`src/rtl/vga_box_painter_if.sv`:
```
// Pixel-source bundle between the VGA timing generator side and vga_box_painter.
// master = timing/control side, slave = painter.
interface vga_box_painter_if #(
    parameter int unsigned HSYNC_BITS = 11,
    parameter int unsigned VSYNC_BITS = 11
);
    logic [HSYNC_BITS-1:0] hcount;
    logic [VSYNC_BITS-1:0] vcount;
    logic                  run;
    logic [11:0]           box_color;
    logic [11:0]           rgb;
    logic                  frame_tick;
    logic [HSYNC_BITS-1:0] box_x;
    logic [VSYNC_BITS-1:0] box_y;

    modport master (
        output hcount, vcount, run, box_color,
        input  rgb, frame_tick, box_x, box_y
    );

    modport slave (
        input  hcount, vcount, run, box_color,
        output rgb, frame_tick, box_x, box_y
    );
endinterface

```
`src/rtl/vga_box_painter.sv`:
```
// Bouncing-square pixel source aligned one cycle behind the VGA timing generator counters.
// Optional white active-area border when VGA_BOX_BORDER_EN is defined.
module vga_box_painter #(
    parameter int unsigned HSYNC_BITS = 11,
    parameter int unsigned VSYNC_BITS = 11,
    parameter int unsigned HD         = 1280,
    parameter int unsigned HR         = 112,
    parameter int unsigned HB         = 248,
    parameter int unsigned HMAX       = 1687,
    parameter int unsigned VD         = 1024,
    parameter int unsigned VR         = 3,
    parameter int unsigned VB         = 38,
    parameter int unsigned VMAX       = 1065,
    parameter int unsigned BOX        = 64,
    parameter int unsigned STEP       = 4
) (
    input  logic             clk,
    input  logic             arstn,
    vga_box_painter_if.slave vga
);
    localparam int unsigned HW = HSYNC_BITS;
    localparam int unsigned VW = VSYNC_BITS;

    // Edge sums carry one extra bit so box+BOX+STEP can never wrap.
    localparam logic [HW:0]   H_START = (HW+1)'(HR + HB);
    localparam logic [HW:0]   H_END   = (HW+1)'(HR + HB + HD);
    localparam logic [HW:0]   H_LIM   = (HW+1)'(HD);
    localparam logic [HW:0]   H_BOX   = (HW+1)'(BOX);
    localparam logic [HW:0]   H_STEP  = (HW+1)'(STEP);
    localparam logic [HW-1:0] H_LAST  = HW'(HMAX);
    localparam logic [HW-1:0] H_PARK  = HW'(HD - BOX);
    localparam logic [HW-1:0] H_INC   = HW'(STEP);

    localparam logic [VW:0]   V_START = (VW+1)'(VR + VB);
    localparam logic [VW:0]   V_END   = (VW+1)'(VR + VB + VD);
    localparam logic [VW:0]   V_LIM   = (VW+1)'(VD);
    localparam logic [VW:0]   V_BOX   = (VW+1)'(BOX);
    localparam logic [VW:0]   V_STEP  = (VW+1)'(STEP);
    localparam logic [VW-1:0] V_LAST  = VW'(VMAX);
    localparam logic [VW-1:0] V_PARK  = VW'(VD - BOX);
    localparam logic [VW-1:0] V_INC   = VW'(STEP);

`ifdef VGA_BOX_BORDER_EN
    localparam logic [HW-1:0] H_RIGHT = HW'(HD - 1);
    localparam logic [VW-1:0] V_BOTTOM = VW'(VD - 1);
`endif

    logic [HW-1:0] box_x_q, box_x_nxt_c;
    logic [VW-1:0] box_y_q, box_y_nxt_c;
    logic          dir_x_neg_q, dir_x_neg_nxt_c;
    logic          dir_y_neg_q, dir_y_neg_nxt_c;
    logic [11:0]   colour_q;
    logic [11:0]   rgb_q;
    logic          tick_q;

    logic [HW:0]   hc_ext_c;
    logic [VW:0]   vc_ext_c;
    logic [HW-1:0] x_c;
    logic [VW-1:0] y_c;
    logic          active_c;
    logic          in_box_c;
    logic          frame_end_c;
    logic [11:0]   pixel_c;

    assign hc_ext_c    = {1'b0, vga.hcount};
    assign vc_ext_c    = {1'b0, vga.vcount};
    assign active_c    = (hc_ext_c >= H_START) && (hc_ext_c < H_END) &&
                         (vc_ext_c >= V_START) && (vc_ext_c < V_END);
    assign x_c         = HW'(hc_ext_c - H_START);
    assign y_c         = VW'(vc_ext_c - V_START);
    assign in_box_c    = (x_c >= box_x_q) && ({1'b0, x_c} < ({1'b0, box_x_q} + H_BOX)) &&
                         (y_c >= box_y_q) && ({1'b0, y_c} < ({1'b0, box_y_q} + V_BOX));
    assign frame_end_c = (vga.hcount == H_LAST) && (vga.vcount == V_LAST);

    // Pixel colour for the current counters; border overrides the box.
    always_comb begin
        pixel_c = 12'h000;
        if (active_c) begin
            if (in_box_c) begin
                pixel_c = colour_q;
            end
`ifdef VGA_BOX_BORDER_EN
            if ((x_c == '0) || (x_c == H_RIGHT) || (y_c == '0) || (y_c == V_BOTTOM)) begin
                pixel_c = 12'hFFF;
            end
`endif
        end
    end

    // Per-axis bounce: park against the far edge, or clamp at zero, then reverse.
    always_comb begin
        box_x_nxt_c     = box_x_q;
        dir_x_neg_nxt_c = dir_x_neg_q;
        if (!dir_x_neg_q) begin
            if (({1'b0, box_x_q} + H_BOX + H_STEP) > H_LIM) begin
                box_x_nxt_c     = H_PARK;
                dir_x_neg_nxt_c = 1'b1;
            end else begin
                box_x_nxt_c = box_x_q + H_INC;
            end
        end else begin
            if (box_x_q < H_INC) begin
                box_x_nxt_c     = '0;
                dir_x_neg_nxt_c = 1'b0;
            end else begin
                box_x_nxt_c = box_x_q - H_INC;
            end
        end
    end

    always_comb begin
        box_y_nxt_c     = box_y_q;
        dir_y_neg_nxt_c = dir_y_neg_q;
        if (!dir_y_neg_q) begin
            if (({1'b0, box_y_q} + V_BOX + V_STEP) > V_LIM) begin
                box_y_nxt_c     = V_PARK;
                dir_y_neg_nxt_c = 1'b1;
            end else begin
                box_y_nxt_c = box_y_q + V_INC;
            end
        end else begin
            if (box_y_q < V_INC) begin
                box_y_nxt_c     = '0;
                dir_y_neg_nxt_c = 1'b0;
            end else begin
                box_y_nxt_c = box_y_q - V_INC;
            end
        end
    end

    // Position, direction and colour only change at frame end.
    always_ff @(posedge clk or negedge arstn) begin
        if (!arstn) begin
            rgb_q       <= 12'h000;
            tick_q      <= 1'b0;
            colour_q    <= 12'h000;
            box_x_q     <= '0;
            box_y_q     <= '0;
            dir_x_neg_q <= 1'b0;
            dir_y_neg_q <= 1'b0;
        end else begin
            rgb_q  <= pixel_c;
            tick_q <= frame_end_c;
            if (frame_end_c) begin
                colour_q <= vga.box_color;
                if (vga.run) begin
                    box_x_q     <= box_x_nxt_c;
                    box_y_q     <= box_y_nxt_c;
                    dir_x_neg_q <= dir_x_neg_nxt_c;
                    dir_y_neg_q <= dir_y_neg_nxt_c;
                end
            end
        end
    end

    assign vga.rgb        = rgb_q;
    assign vga.frame_tick = tick_q;
    assign vga.box_x      = box_x_q;
    assign vga.box_y      = box_y_q;
endmodule
```
`src/flat_wrapper.sv`:
```
// flat-port wrapper written by rule: the top's interface ports become plain ports
module vga_box_painter_flat 
#(
    parameter int unsigned HSYNC_BITS = 11,
    parameter int unsigned VSYNC_BITS = 11,
    parameter int unsigned HD         = 1280,
    parameter int unsigned HR         = 112,
    parameter int unsigned HB         = 248,
    parameter int unsigned HMAX       = 1687,
    parameter int unsigned VD         = 1024,
    parameter int unsigned VR         = 3,
    parameter int unsigned VB         = 38,
    parameter int unsigned VMAX       = 1065,
    parameter int unsigned BOX        = 64,
    parameter int unsigned STEP       = 4
)
  (clk, arstn, vga_hcount, vga_vcount, vga_run, vga_box_color, vga_rgb, vga_frame_tick, vga_box_x, vga_box_y);
  vga_box_painter_if #(.HSYNC_BITS(HSYNC_BITS), .VSYNC_BITS(VSYNC_BITS)) vga_i ();
  input  logic clk;
  input  logic arstn;
  input wire logic [$bits(vga_i.hcount)-1:0] vga_hcount;
  input wire logic [$bits(vga_i.vcount)-1:0] vga_vcount;
  input wire logic [$bits(vga_i.run)-1:0] vga_run;
  input wire logic [$bits(vga_i.box_color)-1:0] vga_box_color;
  output wire logic [$bits(vga_i.rgb)-1:0] vga_rgb;
  output wire logic [$bits(vga_i.frame_tick)-1:0] vga_frame_tick;
  output wire logic [$bits(vga_i.box_x)-1:0] vga_box_x;
  output wire logic [$bits(vga_i.box_y)-1:0] vga_box_y;
  assign vga_i.hcount = vga_hcount;
  assign vga_i.vcount = vga_vcount;
  assign vga_i.run = vga_run;
  assign vga_i.box_color = vga_box_color;
  assign vga_rgb = vga_i.rgb;
  assign vga_frame_tick = vga_i.frame_tick;
  assign vga_box_x = vga_i.box_x;
  assign vga_box_y = vga_i.box_y;
  vga_box_painter #(.HSYNC_BITS(HSYNC_BITS), .VSYNC_BITS(VSYNC_BITS), .HD(HD), .HR(HR), .HB(HB), .HMAX(HMAX), .VD(VD), .VR(VR), .VB(VB), .VMAX(VMAX), .BOX(BOX), .STEP(STEP)) u_core (.clk(clk), .arstn(arstn), .vga(vga_i));
endmodule
```
`config.mk`:
```
export PLATFORM = sky130hd
export DESIGN_NAME = vga_box_painter_flat
export DESIGN_NICKNAME = d
export VERILOG_FILES = /design/src/rtl/vga_box_painter_if.sv /design/src/rtl/vga_box_painter.sv /design/src/flat_wrapper.sv
export SDC_FILE = /design/constraint.sdc
export NUM_CORES = 1
export LEC_CHECK = 0
export ABC_CLOCK_PERIOD_IN_PS = 3300
export CAP_MARGIN = 15
export CORE_MARGIN = 1.5
export CORE_UTILIZATION = 45
export DETAILED_ROUTE_END_ITERATION = 6
export PLACE_DENSITY = 0.7
export RECOVER_POWER = 50
export SYNTH_ARGS = -nofsm -noshare
export SYNTH_HDL_FRONTEND = slang
export SYNTH_SLANG_ARGS = --single-unit
```
`constraint.sdc`:
```
create_clock -name clk -period 3.3 [get_ports clk]
set_clock_uncertainty 0.05 [all_clocks]
set_input_delay 0.33 -clock clk [delete_from_list [all_inputs] [get_ports clk]]
set_output_delay 0.33 -clock clk [all_outputs]
set_load 0.005 [all_outputs]
```
* Word-level counts from Yosys, hierarchy flattened
Index checks and enable logic that the tools add are counted.
** Storage, ports and cells
- Register bits after elaboration :: 49
- Bits in latches :: 0
- RAM bits :: 0
- ROM bits :: 0
- Bits of input ports :: 37
- Output and inout port bits :: 35
- Logic and storage cells :: 53
- Memories kept :: 0
** Operators by class
- Add/subtract/negate cells :: 10
- Multiply operators :: 0
- Div/mod/pow operators :: 0
- Magnitude comparators :: 12
- Equal/unequal tests :: 2
- Shift-type cells :: 0
- Mux-type cells :: 14
- Bitwise gates (word level) :: 0
- Reductions and logical operators :: 8
** Operator list (number)
- 11-bit 2-to-1 mux :: 6
- 11-bit by 7-bit adder with 12-bit output, second input constant :: 2
- 12-bit by 3-bit adder with 12-bit output, second input constant :: 2
- 12-bit by 11-bit > comparator with 1-bit output, second input constant :: 2
- 11-bit by 12-bit < comparator with 1-bit output :: 2
- 12-bit 2-to-1 mux :: 2
- 11-bit by 3-bit adder with 11-bit output, second input constant :: 2
- 11-bit == test, second input constant :: 2
- 11-bit >= comparator :: 2
- 11-bit < comparator, second input constant :: 2
- 11-bit by 3-bit < comparator with 1-bit output, second input constant :: 2
- 11-bit by 3-bit subtractor with 11-bit output, second input constant :: 2
- 11-bit by 6-bit >= comparator with 1-bit output, second input constant :: 1
- 11-bit by 9-bit >= comparator with 1-bit output, second input constant :: 1
- 11-bit by 6-bit subtractor with 11-bit output, second input constant :: 1
- 11-bit by 9-bit subtractor with 11-bit output, second input constant :: 1
- 1-bit logical AND :: 7
- 1-bit 2-to-1 mux :: 6
- 2-bit AND reduction :: 1

* Logic depth before layout (Yosys ltp)
Gate-level depths: netlist (run 1).
- Word-level depth :: 7
- Depth in mapped cells :: 14
- Mapped depth without buffers :: 13

* Least setup slack after synthesis (run 1)
Ideal clock, no wire load.
- Kind :: reg-to-reg
- Start :: register u_core.box_y_q[6], in the netlist u_core.vga.box_y[6]
- End :: register u_core.rgb_q[10], in the netlist u_core.vga.rgb[10]
- Library setup time :: 0.086 ns
- Data arrival time :: 2.721 ns
- Data required time :: 3.164 ns
- Setup slack :: 0.443 ns
- Stages on the path, launching flop included :: 13
- Buffers on the path :: 2
- Period minus slack after synthesis :: 2.857 ns
- Cells stage by stage :: dfrtp_1 > buf_2 > clkinv_1 > ha_1 > inv_1 > ha_1 > a21o_1 > a21o_1 > a21oi_1 > o221ai_1 > or3_4 > buf_6 > nor3_1
** On the way
- Longest elaborated chain between the ends :: 5
- Elaborated cells between the ends (all ways) :: 7
- Those cells by class :: 1 x add/sub; 2 x order compare; 2 x mux; 2 x reduce/logical
** RTL lines
- from (decl) :: line vga_box_painter.sv:49 : logic [VW-1:0] box_y_q, box_y_nxt_c;
- from (signal assigned) :: line vga_box_painter.sv:148 : box_y_q <= box_y_nxt_c;
- 11-bit by 7-bit adder with 12-bit output / 11-bit >= comparator (equally long branches) :: line vga_box_painter.sv:72 : (y_c >= box_y_q) && ({1'b0, y_c} < ({1'b0, box_y_q} + V_BOX));
- 11-bit by 12-bit < comparator with 1-bit output / 1-bit logical AND (equally long branches) :: line vga_box_painter.sv:72, vga_box_painter.sv:71
- 1-bit logical AND * :: line vga_box_painter.sv:72
- 12-bit 2-to-1 mux * :: line vga_box_painter.sv:79 : if (in_box_c) begin
- 12-bit 2-to-1 mux * :: line vga_box_painter.sv:78 : if (active_c) begin
- net u_core.pixel_c[10] :: line vga_box_painter.sv:63 : logic [11:0] pixel_c;
- to (signal assigned) :: line vga_box_painter.sv:142 : rgb_q <= pixel_c;
- to (decl) :: line vga_box_painter.sv:53 : logic [11:0] rgb_q;
The timed path passes the listed nets; every way through them passes the cells marked *.
A chain may end at the register's enable or synchronous reset.

* Worst setup path in the final report (run 1)
- Start :: input port vga_hcount[3]
- End :: register u_core.rgb_q[1], in the netlist u_core.vga.rgb[1]
** On the way
- Longest elaborated chain between the ends :: 7
- Elaborated cells between the ends (all ways) :: 13
- Those cells by class :: 1 x add/sub; 4 x order compare; 2 x mux; 6 x reduce/logical
** RTL lines
- from (decl) :: line flat_wrapper.sv:21 : input wire logic [$bits(vga_i.hcount)-1:0] vga_hcount;
- 11-bit by 9-bit subtractor with 11-bit output :: line vga_box_painter.sv:69 : assign x_c = HW'(hc_ext_c - H_START);
- 11-bit by 12-bit < comparator with 1-bit output / 11-bit >= comparator (equally long branches) :: line vga_box_painter.sv:71 : assign in_box_c = (x_c >= box_x_q) && ({1'b0, x_c} < ({1'b0, box_x_q} + H_BOX)) &&
- 1-bit logical AND (2 in series) :: line vga_box_painter.sv:71
- 1-bit logical AND :: line vga_box_painter.sv:72
- 12-bit 2-to-1 mux :: line vga_box_painter.sv:79
- 12-bit 2-to-1 mux * :: line vga_box_painter.sv:78
- net u_core.pixel_c[1] :: line vga_box_painter.sv:63
Marks and branches as above.

==> results.tsv, run 1 <==
metric	value	unit
post-synthesis area per instance	8.69	um^2
maximum VDD drop	167	uV
Yosys top cell area share	27.6	%
CP arrival	3.26	ns
Tcrit/Tclk final	94.0	%
Area Overhead vs Synth	22.4	%
MaxCap Viol Count	0	
I/O pin count	72	
total gr overflow	0	
worst-case clock buffer depth	2	
Hold WC Path Type	reg -> reg	
status	finished clean	
Top FF cell, synth	dfrtp_1	
Total Power	1130	uW
r2r startpoint	u_core.vga.box_y[7]$_DFFE_PN0P_	
Post-DP HPWL	8310	um
global-route wire length before repair	18300	um
DRC violations left	0	
vias per cell	5.86	
area leader, netlist	dfrtp_1	
WHS Endpoint	u_core.vga.rgb[2]$_DFF_PN0_	
R2R Setup Slk	0.41	ns
die extent in x	98.2	um
CTS H-tree depth	2	
Post-synth EDFFs	0	
Max Freq	0.322	GHz
Starting Density	46.5	%
post-route cell area	4990	um^2
clock sinks	45	
worst hold start	u_core.colour_q[2]$_DFFE_PN0P_	
CTS buffer count	5	
setup slack at placement	-0.107	ns
YS warnings	0	
Antenna diodes	0	
synthesized flop and latch total	45	
Die Y	98.2	um
Worst Hold Depth	2	
clk_lat worst skew	0.31	ns
Clk pin slew, worst setup/hold paths	0.10	ns
LEAKAGE	0.00218	uW
Final Max Tran Viols	0	
min cycle time layout	3.10	ns
Post-Syn Instances	469	
Setup TNS	0	ns
ANT nets after route	0	
WP data required	3.46	ns
final hold vios	0	
fin nets	619	
core area	8760	um^2
PortBufs	67	
num rows	34	
Final WS setup	0.198	ns
Setup crit start kind	input port	
mapped cell area	4080	um^2
fraction of layout cells with a size suffix above 1	10.9	%
drt wl/cell	16.9	um
dominant cells by area after synthesis	dfrtp_1 (28%), ha_1 (13%), o21ai_0 (3.9%), a21oi_1 (3.3%), mux2_2 (3.3%)	
DRT Pass-1 Iters	4	
pwr dens	226	nW/um^2
sequential standard cell area	1130	um^2
worst flop-to-flop path endpoint	u_core.vga.rgb[1]$_DFF_PN0_	
actual slew at the worst max-slew pin	1.49	ns
initial antenna violation count	0	
CTS tree	built	
vias	3802	
largest net degree at the start of global routing	46	
clock tree root buffer cell	clkbuf_8	
Netlist cell types	75	
footprint of the multi-input gates	2680	um^2
worst r2r path cells	10	
Worst setup EP type	flip-flop	
Area after DPL	4880	um^2
routed wire length	11000	um
RSZ-0062 raised after global routing	false	
ys async rst share	100	%
number of global-route vias before repair	3857	
total die area	9640	um^2
filler cell count in the final layout	811	
WS Path Type	in -> reg	
Final setup viols	0	
Rel. slew slack	0.733	%
routability cong.	0.900	
CP max FO	12	
All-Layer GR Usage	23.0	%
Iter 0 DRT Violations	170	
sequential cell area fraction in the yosys report	27.6	%
==> synthesized netlist by cell type (all sizes together), types with 6 or more instances <==
cell,instances
dfrtp,45
ha,42
inv,33
o21ai,33
nand2,28
a21oi,27
nor3,26
nor2,20
buf,19
nand3,15
xnor2,15
mux2,12
a21o,9
nand4,9
nor4,9
and3,8
clkbuf,8
o31ai,8
a31oi,7
o21a,6
or3,6
==> report_power, final <==
group / total [uW] / internal [uW] / switching (uW)
Combinational: 203 / 99.3 / 104
Sequential: 551 / 551 / 0.00527
Clock: 375 / 153 / 221
==> worst max-delay path, stage by stage <==
cell             delay [ns]
clkdlybuf4s50_1        0.52
inv_1                  0.09
ha_1                   0.22
and3b_1                0.27
xnor2_1                0.18
ha_1                   0.30
a21o_1                 0.18
a21o_1                 0.16
a21oi_1                0.19
o221ai_1               0.15
or3_4                  0.43
nor3_1                 0.24
==> registers in the layout, summed over array words and instances (netlist names) <==
| signal | flops |
|---|---|
| u_core.colour_q | 12 |
| u_core.dir_x_neg_q | 1 |
| u_core.dir_y_neg_q | 1 |
| u_core.vga.box_x | 9 |
| u_core.vga.box_y | 9 |
| u_core.vga.frame_tick | 1 |
| u_core.vga.rgb | 12 |
==> routing by layer <==
layer / vias to the layer above / share of wire [%] / GRT usage (%)
met5: - / 0 / 0
met4: 0 / 1.8 / 7.15
met3: 16 / 3.4 / 2.93
met2: 77 / 51 / 41.9
met1: 1822 / 43 / 28.3
li1: 1887 / - / -
==> placed cells by master (no fill, tap or decap), drive strengths merged, types with 6 or more instances in the layout <==
cell,n
nand4,9
nand2,28
a31oi,7
o21ai,33
o31ai,8
nand3,15
ha,42
clkdlybuf4s50,51
dfrtp,45
mux2,12
nor2,20
nor3,26
or3,6
o21a,6
nor4,9
and3,8
inv,34
clkbuf,7
xnor2,15
dlygate4sd3,16
a21o,9
buf,19
a21oi,27
==> logic make-up (layout without fill, tap and decap cells) <==
group / after synthesis / count (layout) / share of synthesized area [%]
mux: 12 / 12 / 3.32
compound gates: 137 / 137 / 23.8
buf+inv: 62 / 131 / 6.97
simple gates: 152 / 152 / 21.5
xor+xnor: 18 / 18 / 3.87
flops: 45 / 45 / 27.6
fa+ha+maj: 42 / 42 / 12.9
other cells: 1 / 4 / 0.0920
==> what timing repair did <==
item | in CTS | in global routing
hold buffers | 0 | 1
setup buffers | 0 | 0
resized for setup | 0 | 1
endpoints found under the hold margin | 0 | 16
setup endpoints to repair | 0 | 6
==> area by class of cell <==
type                    instances  area share (%)
flip-flops and latches         45            22.6
clock inverters                 3           0.502
clock buffers                   5            1.38
well taps                     108            2.71
inverters                      35            2.63
repair buffers                 88            16.5
multi-input cells             365            53.7
==> worst max path at each step <==
stage	cells past startpoint	endpoint	slack [ns]	startpoint
6_report	12	u_core.vga.rgb[1]$_DFF_PN0_	0.20	vga_hcount[3]
5_1_grt	12	u_core.vga.rgb[2]$_DFF_PN0_	0.08	vga_hcount[3]
4_1_cts	13	u_core.vga.rgb[1]$_DFF_PN0_	0.21	vga_vcount[1]
3_5_place_dp	13	u_core.vga.rgb[1]$_DFF_PN0_	-0.11	vga_vcount[1]
3_3_place_gp	13	u_core.vga.rgb[10]$_DFF_PN0_	0.03	vga_vcount[1]
2_1_floorplan	12	u_core.vga.rgb[10]$_DFF_PN0_	0.44	u_core.vga.box_y[6]$_DFFE_PN0P_
==> per-stage QoR <==
step,instances,hold WS [ns],utilization (%)
2_1_floorplan,472,-0.0156,-
3_3_place_gp,639,0.433,55.7
3_5_place_dp,639,0.442,55.7
4_1_cts,647,0.169,56.8
5_1_grt,649,0.485,56.9
6_report,649,0.457,56.9
Power figures use the tool's default switching activity.
==> run 2, diff against run 1 <==
--- a/config.mk
+++ b/config.mk
@@ -5,13 +5,14 @@
 export SDC_FILE = /design/constraint.sdc
 export NUM_CORES = 1
 export LEC_CHECK = 0
-export ABC_CLOCK_PERIOD_IN_PS = 3300
+export ABC_CLOCK_PERIOD_IN_PS = 2500
 export CAP_MARGIN = 15
 export CORE_MARGIN = 1.5
 export CORE_UTILIZATION = 45
 export DETAILED_ROUTE_END_ITERATION = 6
-export PLACE_DENSITY = 0.7
+export PLACE_DENSITY = 0.73
 export RECOVER_POWER = 50
+export SETUP_SLACK_MARGIN = 0.02
 export SYNTH_ARGS = -nofsm -noshare
 export SYNTH_HDL_FRONTEND = slang
 export SYNTH_SLANG_ARGS = --single-unit
==> constraint.sdc (replaced) <==
create_clock -name clk -period 2.5 [get_ports clk]
set_clock_uncertainty 0.05 [all_clocks]
set_input_delay 0.25 -clock clk [delete_from_list [all_inputs] [get_ports clk]]
set_output_delay 0.25 -clock clk [all_outputs]
set_load 0.005 [all_outputs]
==> run 2 against run 1 <==
Compared with the run above: the flow now finishes with violations (negative setup slack); power up 45%; sequential power up 32%; final area grew 21%; global-route usage grew 3.6 points; critical path type unchanged.
==> results.tsv, run 2 (same netlist as run 1, synthesis figures left out) <==
metric	value	unit	change
Starting Density	46.5	%	unchanged
Antenna diodes	0		unchanged
total gr overflow	0		unchanged
num rows	34		unchanged
Clk pin slew, worst setup/hold paths	0.10	ns	about the same
total die area	9640	um^2	unchanged
cell family with most CP delay	simple AND/OR/NAND/NOR gates		
vias per cell	5.93		+1.3%
CP arrival	2.73	ns	-0.53 ns
non-filler cells, final	732		+13%
All-Layer GR Usage	26.6	%	+3.6 points
actual slew at the worst max-slew pin	0.959	ns	-0.530 ns
Iter 0 DRT Violations	259		+52%
R2R Setup Slk	-0.05	ns	-0.46 ns
fraction of layout cells with a size suffix above 1	33.3	%	+22 points
Area Overhead vs Synth	47.7	%	
Post-DP HPWL	9480	um	+14%
footprint of the multi-input gates	3030	um^2	+13%
MaxCap Viol Count	0		unchanged
clock sinks	45		unchanged
Total Power	1640	uW	+45%
LEAKAGE	0.00267	uW	+23%
worst-case clock buffer depth	2		unchanged
Max Freq	0.392	GHz	
CP max FO	5		-7
CTS tree	built		
Final Max Tran Viols	0		unchanged
failing checks	negative setup slack		
status	finished, violations left		
pwr dens	272	nW/um^2	+20%
sequential standard cell area	1130	um^2	+0.33%
Final setup viols	6		+6
clk_lat worst skew	0.31	ns	about the same
Critical Path Max Stage Delay	0.45	ns	-0.07 ns
Tcrit/Tclk final	102	%	
largest net degree at the start of global routing	32		-30%
WS Path Type	in -> reg		
CTS buffer count	5		unchanged
Rel. slew slack	36.1	%	+35 points
WP data required	2.68	ns	-0.78 ns
maximum VDD drop	302	uV	+81%
clock tree root buffer cell	clkbuf_8		
most frequent cells in the layout	buf_4 (97), clkdlybuf4s50_1 (42), dfrtp_1 (42)		
core area	8760	um^2	unchanged
Slowest-stage cell, CP	or3_4		
global-route wire length before repair	20900	um	+14%
ANT nets after route	0		unchanged
Hold Slack	0.467	ns	+0.0101 ns
Critical Path, Cell by Cell	dlygate4sd2_1 > inv_2 > ha_4 > and3b_2 > o21a_1 > xnor2_2 > ha_1 > a21oi_2 > o221ai_1 > or3_4 > buf_12 > nor3_4		
Worst setup EP type	flip-flop		
DRT Pass-1 Iters	7		+3
setup slack at placement	-0.826	ns	-0.719 ns
I/O pin count	72		unchanged
fin nets	702		+13%
routability cong.	0.955		+6.2%
Die Y	98.2	um	unchanged
RSZ-0062 raised after global routing	true		
filler cell count in the final layout	679		-16%
CTS H-tree depth	2		unchanged
routed wire length	13100	um	+19%
DRC violations left	0		unchanged
Final WS setup	-0.0500	ns	-0.248 ns
vias	4343		+14%
final hold vios	0		unchanged
drt wl/cell	17.9	um	+5.7%
PortBufs	67		unchanged
number of global-route vias before repair	4328		+12%
Setup crit start kind	input port		
Setup TNS	-0.0810	ns	-0.0810 ns
min cycle time layout	2.55	ns	
CP Buf/Inv Count	3		+1
die extent in x	98.2	um	unchanged
initial antenna violation count	0		unchanged
leading cell type in the layout, fill and taps excluded	buf_4		
placed insts	711		+11%
Hold WC Path Type	reg -> reg		
## run 2: timing repair
action | in CTS | in global routing
endpoints found under the hold margin | 14 | 0
endpoints found under the setup margin | 16 | 22
hold buffers | 1 | 0
pin swaps | 24 | 19
buffers inserted | 7 | 3
gates resized for setup | 75 | 23
gates cloned | 2 | 0
## run 2: stage by stage
stage | utilization [%] | cell area [um^2]
after floorplan | - | 4190
after global placement | 63.1 | 5530
after detailed placement | 63.1 | 5530
after CTS | 67.2 | 5890
after global routing | 68.7 | 6020
final | 68.7 | 6020
## run 2: cell type report
cell class              instances  share of cell area, %
clock inverters                 3                  0.416
inverters                      35                   2.47
well taps                     108                   2.25
clock buffers                   5                   1.14
flip-flops and latches         45                   18.8
multi-input cells             365                   50.3
repair buffers                171                   24.7
## run 2: layer usage
| metal | track usage, % | vias up | wire length, um |
|---|---|---|---|
| met5 | 0 | - | 0 |
| met4 | 6.93 | 0 | 306 |
| met3 | 2.43 | 32 | 699 |
| met2 | 48.4 | 162 | 6700 |
| met1 | 33.8 | 2087 | 5390 |
| li1 | - | 2062 | - |
## run 2: worst paths after layout
check                                             endpoint                            start  cells after the start
setup reg to reg              u_core.vga.rgb[10]$_DFF_PN0_  u_core.vga.box_y[6]$_DFFE_PN0P_                      9
min in group asynchronous  u_core.vga.box_y[3]$_DFFE_PN0P_                            arstn                      2
setup / recovery              u_core.vga.rgb[10]$_DFF_PN0_                    vga_hcount[4]                     12
hold reg to reg             u_core.colour_q[4]$_DFFE_PN0P_   u_core.colour_q[4]$_DFFE_PN0P_                      1
hold / removal              u_core.colour_q[4]$_DFFE_PN0P_   u_core.colour_q[4]$_DFFE_PN0P_                      1
max in group asynchronous  u_core.vga.box_y[6]$_DFFE_PN0P_                            arstn                      3
## run 2: power breakdown
| group | switching [uW] | internal [uW] |
|---|---|---|
| Sequential | 0.00491 | 727 |
| Clock | 303 | 203 |
| Combinational | 190 | 214 |
| Total | 493 | 1140 |
